==> src/rtl/pcr_mix_sequencer_pkg.sv <==
// Shared types and defaults for the reagent mixing sequencer: FSM state encoding,
// default parameter values and the per-channel volume slicing helper.
package pcr_mix_pkg;

    typedef enum logic [2:0] {
        ST_IDLE   = 3'd0,
        ST_LOAD   = 3'd1,
        ST_SELECT = 3'd2,
        ST_PUMP   = 3'd3,
        ST_DWELL  = 3'd4,
        ST_NEXT   = 3'd5,
        ST_THERM  = 3'd6,
        ST_DONE   = 3'd7
    } state_t;

    localparam int DEF_N_REAGENTS = 6;
    localparam int DEF_VOL_W      = 8;
    localparam int DEF_DWELL_W    = 16;
    localparam int DEF_CYC_W      = 6;
    localparam int DEF_SETTLE     = 2;

    // Widest supported configuration: 16 channels of up to 16-bit volumes.
    localparam int VOL_MAX_W        = 16;
    localparam int VOL_CFG_MAX_BITS = 16 * VOL_MAX_W;

    function automatic logic [VOL_MAX_W-1:0] vol_slice(
        input logic [VOL_CFG_MAX_BITS-1:0] cfg,
        input int unsigned                 ch,
        input int unsigned                 vol_w
    );
        logic [VOL_CFG_MAX_BITS-1:0] w_shifted;
        logic [VOL_MAX_W-1:0]        w_mask;
        w_shifted = cfg >> (ch * vol_w);
        w_mask    = (VOL_MAX_W'(1) << vol_w) - VOL_MAX_W'(1);
        return w_shifted[VOL_MAX_W-1:0] & w_mask;
    endfunction

endpackage

==> src/rtl/pcr_mix_sequencer_down_counter.sv <==
// Loadable down-counter that saturates at zero; used for valve settle time,
// remaining pump pulses and mix dwell.
module pcr_down_counter
    import pcr_mix_pkg::*;
#(
    parameter int W = 8
) (
    input  logic         clk,
    input  logic         rst_n,
    input  logic         i_load,
    input  logic [W-1:0] i_load_val,
    input  logic         i_dec,
    output logic         o_zero
);

    logic [W-1:0] r_count;

    always_ff @(posedge clk) begin
        if (!rst_n) begin
            r_count <= '0;
        end else if (i_load) begin
            r_count <= i_load_val;
        end else if (i_dec && (r_count != '0)) begin
            r_count <= r_count - W'(1);
        end
    end

    assign o_zero = (r_count == '0);

endmodule

==> src/rtl/pcr_mix_sequencer.sv <==
// Serial reagent mixing sequencer: per-channel valve/pump injection, mix dwell and
// an optional thermal-cycling stage compiled in with PCR_MIX_THERMAL_EN.
module pcr_mix_sequencer
    import pcr_mix_pkg::*;
#(
    parameter int N_REAGENTS = DEF_N_REAGENTS,
    parameter int VOL_W      = DEF_VOL_W,
    parameter int DWELL_W    = DEF_DWELL_W,
    parameter int CYC_W      = DEF_CYC_W,
    parameter int SETTLE     = DEF_SETTLE
) (
    input  logic                          clk,
    input  logic                          rst_n,
    input  logic                          start,
    input  logic                          abort,
    input  logic [N_REAGENTS*VOL_W-1:0]   vol_cfg,
    input  logic [DWELL_W-1:0]            dwell_cfg,
    input  logic [CYC_W-1:0]              n_cycles,
    input  logic                          pump_ready,
    input  logic                          thermal_ack,
    output logic [N_REAGENTS-1:0]         valve_sel,
    output logic                          pump_pulse,
    output logic                          thermal_req,
    output logic                          busy,
    output logic [$clog2(N_REAGENTS)-1:0] cur_ch,
    output logic [CYC_W-1:0]              cycle_cnt,
    output logic                          done,
    output logic                          aborted
);

    localparam int CH_W  = $clog2(N_REAGENTS);
    localparam int SET_W = (SETTLE > 1) ? $clog2(SETTLE) : 1;

    state_t r_state;
    state_t w_state_next;

    logic [N_REAGENTS*VOL_W-1:0]  r_vol_cfg;
    logic [DWELL_W-1:0]           r_dwell;
    logic [CH_W-1:0]              r_cur_ch;
    logic [N_REAGENTS-1:0]        r_valve_sel;
    logic                         r_pump_pulse;
    logic                         r_busy;
    logic                         r_done;
    logic                         r_aborted;

    logic [VOL_CFG_MAX_BITS-1:0]  w_cfg_ext;
    logic [VOL_W-1:0]             w_vol [N_REAGENTS];
    logic [VOL_W-1:0]             w_vol_cur;
    logic [VOL_W-1:0]             w_vol_next;
    logic [CH_W-1:0]              w_ch_next;
    logic [N_REAGENTS-1:0]        w_onehot_next;
    logic [DWELL_W-1:0]           w_dwell_load_val;
    logic                         w_valve_open;
    logic                         w_sel_load;
    logic                         w_settle_dec;
    logic                         w_pump_dec;
    logic                         w_dwell_load;
    logic                         w_dwell_dec;
    logic                         w_pulse_next;
    logic                         w_done_next;
    logic                         w_abort_take;
    logic                         w_settle_zero;
    logic                         w_rem_zero;
    logic                         w_dwell_zero;

`ifdef PCR_MIX_THERMAL_EN
    logic [CYC_W-1:0]             r_n_cycles;
    logic [CYC_W-1:0]             r_cycle_cnt;
    logic                         r_therm_req;
    logic                         w_therm_inc;
    logic                         w_req_next;
`else
    logic                         w_unused;
    assign w_unused = &{1'b0, thermal_ack, n_cycles};
`endif

    // Zero-extend the latched volume vector so the shared slicing helper can be used.
    always_comb begin
        w_cfg_ext = '0;
        w_cfg_ext[N_REAGENTS*VOL_W-1:0] = r_vol_cfg;
    end

    generate
        for (genvar gi = 0; gi < N_REAGENTS; gi++) begin : g_vol
            assign w_vol[gi] = VOL_W'(vol_slice(w_cfg_ext, gi, VOL_W));
        end
    endgenerate

    assign w_vol_cur        = w_vol[r_cur_ch];
    assign w_vol_next       = w_vol[w_ch_next];
    assign w_onehot_next    = N_REAGENTS'(1) << w_ch_next;
    assign w_dwell_load_val = (r_dwell == '0) ? '0 : (r_dwell - DWELL_W'(1));

    pcr_down_counter #(.W(SET_W)) u_settle_cnt (
        .clk        (clk),
        .rst_n      (rst_n),
        .i_load     (w_sel_load),
        .i_load_val (SET_W'(SETTLE - 1)),
        .i_dec      (w_settle_dec),
        .o_zero     (w_settle_zero)
    );

    pcr_down_counter #(.W(VOL_W)) u_pulse_cnt (
        .clk        (clk),
        .rst_n      (rst_n),
        .i_load     (w_sel_load),
        .i_load_val (w_vol_next),
        .i_dec      (w_pump_dec),
        .o_zero     (w_rem_zero)
    );

    pcr_down_counter #(.W(DWELL_W)) u_dwell_cnt (
        .clk        (clk),
        .rst_n      (rst_n),
        .i_load     (w_dwell_load),
        .i_load_val (w_dwell_load_val),
        .i_dec      (w_dwell_dec),
        .o_zero     (w_dwell_zero)
    );

    always_comb begin
        w_state_next = r_state;
        w_ch_next    = r_cur_ch;
        w_sel_load   = 1'b0;
        w_settle_dec = 1'b0;
        w_pump_dec   = 1'b0;
        w_dwell_load = 1'b0;
        w_dwell_dec  = 1'b0;
        w_pulse_next = 1'b0;
        w_abort_take = 1'b0;
`ifdef PCR_MIX_THERMAL_EN
        w_therm_inc  = 1'b0;
        w_req_next   = 1'b0;
`endif
        case (r_state)
            ST_IDLE: begin
                if (start) begin
                    w_state_next = ST_LOAD;
                end
            end
            ST_LOAD: begin
                w_ch_next    = '0;
                w_sel_load   = 1'b1;
                w_state_next = ST_SELECT;
            end
            ST_SELECT: begin
                if (w_vol_cur == '0) begin
                    w_state_next = ST_NEXT;
                end else if (w_settle_zero) begin
                    w_state_next = ST_PUMP;
                end else begin
                    w_settle_dec = 1'b1;
                end
            end
            ST_PUMP: begin
                // Stay one extra cycle after the final stroke so it is issued with the valve open.
                if (w_rem_zero) begin
                    w_dwell_load = 1'b1;
                    w_state_next = ST_DWELL;
                end else if (pump_ready) begin
                    w_pump_dec   = 1'b1;
                    w_pulse_next = 1'b1;
                end
            end
            ST_DWELL: begin
                if (w_dwell_zero) begin
                    w_state_next = ST_NEXT;
                end else begin
                    w_dwell_dec = 1'b1;
                end
            end
            ST_NEXT: begin
                if (r_cur_ch == CH_W'(N_REAGENTS - 1)) begin
`ifdef PCR_MIX_THERMAL_EN
                    w_state_next = ST_THERM;
`else
                    w_state_next = ST_DONE;
`endif
                end else begin
                    w_ch_next    = r_cur_ch + CH_W'(1);
                    w_sel_load   = 1'b1;
                    w_state_next = ST_SELECT;
                end
            end
            ST_THERM: begin
`ifdef PCR_MIX_THERMAL_EN
                if (r_cycle_cnt == r_n_cycles) begin
                    w_state_next = ST_DONE;
                end else if (r_therm_req && thermal_ack) begin
                    w_therm_inc = 1'b1;
                end else begin
                    w_req_next = 1'b1;
                end
`else
                w_state_next = ST_DONE;
`endif
            end
            ST_DONE: begin
                w_state_next = ST_IDLE;
            end
            default: begin
                w_state_next = ST_IDLE;
            end
        endcase

        // Abort wins over every other transition, including completion.
        if (abort && (r_state != ST_IDLE)) begin
            w_state_next = ST_IDLE;
            w_pulse_next = 1'b0;
            w_abort_take = 1'b1;
`ifdef PCR_MIX_THERMAL_EN
            w_therm_inc  = 1'b0;
            w_req_next   = 1'b0;
`endif
        end
    end

    assign w_valve_open = ((w_state_next == ST_SELECT) && (w_vol_next != '0)) ||
                          (w_state_next == ST_PUMP);
    assign w_done_next  = (w_state_next == ST_DONE);

    always_ff @(posedge clk) begin
        if (!rst_n) begin
            r_state      <= ST_IDLE;
            r_vol_cfg    <= '0;
            r_dwell      <= '0;
            r_cur_ch     <= '0;
            r_valve_sel  <= '0;
            r_pump_pulse <= 1'b0;
            r_busy       <= 1'b0;
            r_done       <= 1'b0;
            r_aborted    <= 1'b0;
        end else begin
            r_state <= w_state_next;
            // Configuration is captured as the run enters LOAD and then frozen.
            if ((r_state == ST_IDLE) && start) begin
                r_vol_cfg <= vol_cfg;
                r_dwell   <= dwell_cfg;
            end
            r_cur_ch     <= w_ch_next;
            r_valve_sel  <= w_valve_open ? w_onehot_next : '0;
            r_pump_pulse <= w_pulse_next;
            r_busy       <= (w_state_next != ST_IDLE);
            r_done       <= w_done_next;
            r_aborted    <= w_abort_take;
        end
    end

`ifdef PCR_MIX_THERMAL_EN
    always_ff @(posedge clk) begin
        if (!rst_n) begin
            r_n_cycles  <= '0;
            r_cycle_cnt <= '0;
            r_therm_req <= 1'b0;
        end else begin
            if ((r_state == ST_IDLE) && start) begin
                r_n_cycles <= n_cycles;
            end
            if (r_state == ST_LOAD) begin
                r_cycle_cnt <= '0;
            end else if (w_therm_inc) begin
                r_cycle_cnt <= r_cycle_cnt + CYC_W'(1);
            end
            r_therm_req <= w_req_next;
        end
    end

    assign thermal_req = r_therm_req;
    assign cycle_cnt   = r_cycle_cnt;
`else
    assign thermal_req = 1'b0;
    assign cycle_cnt   = '0;
`endif

    assign valve_sel  = r_valve_sel;
    assign pump_pulse = r_pump_pulse;
    assign busy       = r_busy;
    assign cur_ch     = r_cur_ch;
    assign done       = r_done;
    assign aborted    = r_aborted;

endmodule

==> config.mk <==
export PLATFORM = sky130hd
export DESIGN_NAME = pcr_mix_sequencer
export DESIGN_NICKNAME = d
export VERILOG_FILES = /design/src/rtl/pcr_mix_sequencer_pkg.sv /design/src/rtl/pcr_mix_sequencer_down_counter.sv /design/src/rtl/pcr_mix_sequencer.sv
export SDC_FILE = /design/constraint.sdc
export NUM_CORES = 1
export LEC_CHECK = 0
export ABC_AREA = 1
export CORE_MARGIN = 2
export CORE_UTILIZATION = 59
export DETAILED_ROUTE_END_ITERATION = 7
export PLACE_DENSITY = 0.84
export SKIP_LAST_GASP = 1
export SLEW_MARGIN = 15
export SYNTH_ARGS = -nofsm -noshare
export SYNTH_HDL_FRONTEND = slang
export SYNTH_HIERARCHICAL = 1
export SYNTH_SLANG_ARGS = --single-unit
==> constraint.sdc <==
create_clock -name clk -period 3.3 [get_ports clk]
set_input_delay 0.495 -clock clk [delete_from_list [all_inputs] [get_ports clk]]
set_output_delay 0.495 -clock clk [all_outputs]
set_load 0.05 [all_outputs]
# Word level (Yosys, flattened, before mapping)

Index checks and enable logic that the tools add are counted.

Add/subtract/negate cells: 5
Order comparisons: 2
Eq/ne operators: 11
Shift-type cells: 1
Mux-type cells: 36
Bitwise logic cells: 3
Reductions and logical operators: 22

Operators with widths:

| operator              | count |
|---|---|
| $bmux 8 s3            | 2 |
| $mux 16               | 3 |
| $mux 8                | 6 |
| $logic_not 16->1      | 2 |
| $sub 16x1->16 const B | 2 |
| $mux 3                | 8 |
| $pmux 3 s8            | 1 |
| $eq 3x3->1 const B    | 6 |
| $logic_not 8->1       | 2 |
| $reduce_bool 16->1    | 1 |
| $reduce_bool 8->1     | 2 |
| $mux 1                | 14 |
| $eq 3x2->1 const B    | 4 |
| $ge 4x4->1 const B    | 2 |
| $not 3->4             | 2 |
| $sub 8x1->8 const B   | 1 |
| $logic_and 1x1->1     | 6 |
| $pmux 3 s2            | 1 |
| $reduce_bool 2->1     | 3 |
| $reduce_bool 3->1     | 2 |
| $shl 1x3->6 const A   | 1 |
| $add 3x1->3 const B   | 1 |
| $eq 3x1->1 const B    | 1 |
| $logic_not 3->1       | 1 |
| 6 further kinds       | 6 |

Flip-flop bits (word level): 105
Bits of input ports: 76
Logic and storage cells: 92

# Logic depth before layout (Yosys ltp)

Word-level depth: 12
Mapped depth: 17
Depth with buffers taken out: 17

# By module

The synthesis kept the hierarchy.

Modules (own cells, without submodules):

| module                          | times used | cells an instance | area an instance (um^2) | seq. area each (um^2) |
|---|---|---|---|---|
| pcr_mix_sequencer               | 1          | 635               | 4,215.3                 | 1,601.5 |
| pcr_down_counter (u_dwell_cnt)  | 1          | 211               | 1,189.9                 | 320.3 |
| pcr_down_counter (u_pulse_cnt)  | 1          | 104               | 600.6                   | 160.2 |
| pcr_down_counter (u_settle_cnt) | 1          | 8                 | 47.5                    | 20.0 |

# Worst setup path after synthesis

Ideal clock, no wire load.

Path type: register to register
From: register r_cur_ch[1] (netlist: cur_ch[1])
To: register r_valve_sel[4] (netlist: valve_sel[4])
Arrival: 2,365 ps
Required time: 3,188 ps
Slack: 822 ps
Cell stages (with the launch flop): 16
Buffers on the path: 1
Period minus slack after synthesis: 2,478 ps
Cell sequence: dfxtp_1 -> inv_1 -> ha_1 -> nand2_1 -> nand3_1 -> nand2_1 -> nand3_4 -> buf_6 -> nand3_1 -> nand2_1 -> o21ai_1 -> nand2_1 -> nor2_1 -> nand3_2 -> nand3_1 -> nor2_1

Cells in the longest elaborated chain, start to end: 12

RTL lines:

| item                                      | RTL line                 | RTL |
|---|---|---|
| start, declared                           | pcr_mix_sequencer.sv:39  | `logic [CH_W-1:0] r_cur_ch;` |
| start signal, assigned                    | pcr_mix_sequencer.sv:240 | `r_cur_ch <= w_ch_next;` |
| $not 3->4 (implied by the code)           | pcr_mix_sequencer.sv:89  | `assign w_vol_cur = w_vol[r_cur_ch];` |
| $bmux 8 s3                                | pcr_mix_sequencer.sv:89  |  |
| $mux 8 (implied by the code) (2 in a row) | pcr_mix_sequencer.sv:89  |  |
| $logic_not 8->1                           | pcr_mix_sequencer.sv:147 | `if (w_vol_cur == '0) begin` |
| $mux 3                                    | pcr_mix_sequencer.sv:147 |  |
| $pmux 3 s8                                | pcr_mix_sequencer.sv:135 | `case (r_state)` |
| $mux 3                                    | pcr_mix_sequencer.sv:207 | `if (abort && (r_state != ST_IDLE)) begin` |
| $eq 3x2->1                                | pcr_mix_sequencer.sv:218 | `assign w_valve_open = ((w_state_next == ST_SELECT) && (w_vol_next != '0)) \|\|` |
| $logic_and 1x1->1                         | pcr_mix_sequencer.sv:218 |  |
| $logic_or 1x1->1                          | pcr_mix_sequencer.sv:218 |  |
| $reduce_and 2->1 (no line)                | --                       |  |
| end signal, assigned                      | pcr_mix_sequencer.sv:241 | `r_valve_sel <= w_valve_open ? w_onehot_next : '0;` |
| end, declared                             | pcr_mix_sequencer.sv:40  | `logic [N_REAGENTS-1:0] r_valve_sel;` |

Several ways; a longest one is shown, not always the timed one. The select of a mux whose other input is x is not followed.
A chain may end at the register's enable or synchronous reset.

# Worst setup path in the final report

From: register r_cur_ch[1] (netlist: cur_ch[1])
To: register r_valve_sel[0] (netlist: valve_sel[0])

Same word-level chain as after synthesis.

==> results.txt <==
- The run finished with clean final reports.
- The worst setup path is of the reg2reg kind.
- The critical path goes through inv_1, ha_1, nand2_1, inv_1, nand2_1, o21ai_1, a21oi_2, inv_1, nand3_1, nand2_1, nand2_1, nor2_1, nand3_2, nand3_1, nor2_1.
- Height of the chip: 105 um
* Effective utilization at floorplan: 61.4%
- Finished Core Util: 71.7%
- Seq/Total Area, Yosys: 34.7%
- nand2_1 is the most common cell in the netlist.
- The worst setup path is launched from a flop.
- Setup repair after global routing left no endpoint under its margin.
- Data arrives at the worst endpoint at 3.06 ns.
- Together, buffers and inverters on the worst path number 3.
* Number of max-slew violations in the final report: 0
- For this run, the top clock speed supported by timing is 362 MHz.
* Core area: 9860 um^2
* MaxCap Viol Count: 0
- Routed length per placed instance: 12.4 um
- In the routed layout, each cell is associated on average with a via count of 5.23.
- For met2 alone, demand over resource in global routing was 40.2%.
* Mean instance size in the synthesized netlist: 6.32 um^2
- Sorting the synthesized cells by area gives the leading types as dfxtp_1 35%, nand2_1 12%, nor2_1 8.5%.
* Yosys warns: 6
- Among all stages on the critical path, the largest delay is contributed by a21oi_2.
- TritonCTS built the clock tree.
- Worst-skew pair later-pin latency: 0.38 ns
- In the synthesized netlist, the number of instances is 958.
- In this run the number of cells on the critical path is 15.
- Number of unique standard cell types used by synthesis: 38
* Setup Slack @ Placement: 0.667 ns
- In the finished design, the share of the clock period the worst path needs comes to 83.7%.
- Global routing consumed, on the met3 layer, 4.64% of the routing resources.
- After clock tree synthesis, the clock-pin slew on the worst setup and hold paths is 0.12 ns.
- Diodes inserted: 0
* Worst-path maximum fanout: 12
* Setup TNS after final layout: 0 ns
* DP HPWL: 10,800 um
* Layout-stage area growth over the synthesis result: 16.9%
- Min-Delay Path Class: reg2reg
- Measured against its own limit, the worst slew margin works out to 54.8%.
* Total power consumption of the routed design: 5.17 mW
- Count of instances resized after the clock tree is built: 0
- The kind of cell with the highest combined delay along the critical path is simple AND/OR/NAND/NOR gates.
* Placement Rows: 36
* Number of register bits inferred by synthesis: 105
* Biggest area consumer among synthesized cells: dfxtp_1
* Maximum level of the CTS H-tree: 3
- Via count: 6,051
* Critical path endpoint category: flop
- The cell sitting at the root of the clock tree is a clkbuf_8.
- Most instantiated cells after synthesis: 192 x nand2_1, 137 x nor2_1, 130 x inv_1, 105 x dfxtp_1, 93 x nand3_1
- Largest stage delay on the critical path: 0.45 ns
- The initial antenna violation count is 0.
* Reported leakage power: 3.32 nW
- R2R depth: 15
* Final setup margin: 0.536 ns
- The synthesized netlist occupies a cell area of 6050 um^2.
* Post-route minimum period: 2.76 ns
* Final Hold Violating Endpoints: 0
* Portion of synthesized cell area occupied by the leading cell type: 34.7%
- In this run the horizontal extent of the chip is 105 um.
* Share of async-settable or async-resettable flops after synthesis: 0%
* CTS max path bufs: 2
* Remaining routing DRC violations: 0
- Global routing used 38.5% of the available met1 tracks.
- Port buffering added 81 buffers.
- Sum of overflow across all layers after global routing: 0
- Count of flip-flops with a built-in enable after synthesis: 0
- Main synth FF type: dfxtp_1
- Once detail routing completed, the nets flagged for antenna violations numbered 0.
- Final #Nets: 1,102
- First-pass iteration count of the detailed router: 5
- VDD sags by at most 335 uV.
* Post-CTS repair timing setup buffer count: 0
- Maximum number of pins on one net before global-route repair: 60
- Routability congestion estimate: 0.933
- Sinks on the clock net: 105
- Worst clock skew on the final layout: 0.0223 ns
* Number of global-route vias before repair: 5,228
* Top cell by count, worst path: nand2_1
* Final setup fails: 0
- For this design the ratio of total power to cell area is 731 nW/um^2.
* TritonCTS buffer count: 9
* Global-route wire length before repair: 24,200 um
- In this run the most used layer during global routing was met2.
- At the pin with the least slew margin, the transition time is 0.677 ns.
- Cells with a size suffix above 1 make up 6.24% of the layout.
- The die covers 11,100 um^2.
* Hold Path Cell Cnt: 2
- Buffers inserted to repair hold after CTS numbered 0.
- In the global route stage, overall resource usage came out at 26.2%.
- STA puts the critical path data required time at 3.60 ns.
* I/O pin cnt: 96
* Routed WL: 14,400 um
* Detailed Route Iter0 Violations: 409
-- tightest hold or removal path, delay by kind of cell, from the launching register on --
family,cells,cell delay (ns)
buffers and inverters,1,0.05
flip-flops,1,0.34
AO/OA/AOI/OAI,1,0.05
-- routing by layer --
layer | routed length (um) | up-vias
met1 | 6940 | 2658
met2 | 6290 | 205
met4 | 153 | 0
li1 | - | 3170
met5 | 0 | -
met3 | 996 | 18
-- stage by stage --
step | hold slack (ns) | cell area (um^2) | std cells
2_1_floorplan | 0.433 | 6080 | 964
3_3_place_gp | 0.447 | 6880 | 1142
3_5_place_dp | 0.452 | 6880 | 1142
4_1_cts | 0.470 | 7080 | 1158
5_1_grt | 0.501 | 7080 | 1158
6_report | 0.467 | 7080 | 1158
-- sequential cells by signal (all words and copies together) (netlist names) --
name / flops
done: 1
busy: 1
pump_pulse: 1
u_dwell_cnt/r_count: 16
r_vol_cfg: 48
aborted: 1
valve_sel: 6
r_state: 3
r_dwell: 16
cur_ch: 3
u_pulse_cnt/r_count: 8
u_settle_cnt/r_count: 1
-- layout make-up --
| cell class | count | area (um^2) |
|---|---|---|
| Multi-Input combinational cell | 680 | 3240 |
| Fill cell | 890 | 2790 |
| Sequential cell | 105 | 2100 |
| Timing Repair Buffer | 87 | 863 |
| Inverter | 137 | 515 |
| Tap cell | 133 | 166 |
| Clock buffer | 9 | 124 |
| Clock inverter | 7 | 70.1 |
-- cell usage in the layout, fill, tap and decap left out, types with 3 or more instances in the layout --
cell type and count:
ha_1 6, nor2_2 8, nor2_4 5, a21oi_1 80, o21ai_0 87, nand2_2 6
nor2_1 137, conb_1 8, clkdlybuf4s50_1 80, nand2_4 4, xor2_1 7, inv_1 130
nand4_1 7, dfxtp_1 105, nor3_1 10, nand2_1 192, o21ai_1 6, nor4_1 4
buf_4 5, nand3_1 92, inv_2 5, o21ai_2 3, xnor2_1 3, clkbuf_8 9
-- logic make-up (layout without fill, tap and decap cells) --
| logic type | count (synthesis) | count (layout) | synth area share [%] |
|---|---|---|---|
| compound gates | 182 | 182 | 15.6 |
| xor+xnor | 10 | 10 | 1.45 |
| fa+ha+maj | 6 | 6 | 1.24 |
| buf+inv | 179 | 240 | 12.4 |
| flops | 105 | 105 | 34.7 |
| other cells | 2 | 8 | 0.124 |
| simple gates | 474 | 474 | 34.4 |
-- final timing paths --
check / start / to / slack (ns)
worst max-delay path: cur_ch[1] / valve_sel[0] / 0.54
worst min-delay path: r_dwell[14] / r_dwell[14] / 0.47
worst max register to register: cur_ch[1] / valve_sel[0] / 0.54
worst min register to register: r_dwell[14] / r_dwell[14] / 0.47
-- report_power, final --
group / switching, mW / internal [mW] / total, mW / leakage [nW]
Sequential: 0.223 / 1.56 / 1.78 / 0.863
Combinational: 1.72 / 0.885 / 2.60 / 2.36
Clock: 0.492 / 0.298 / 0.790 / 0.101
No activity file was read; power rests on OpenSTA's default activity.
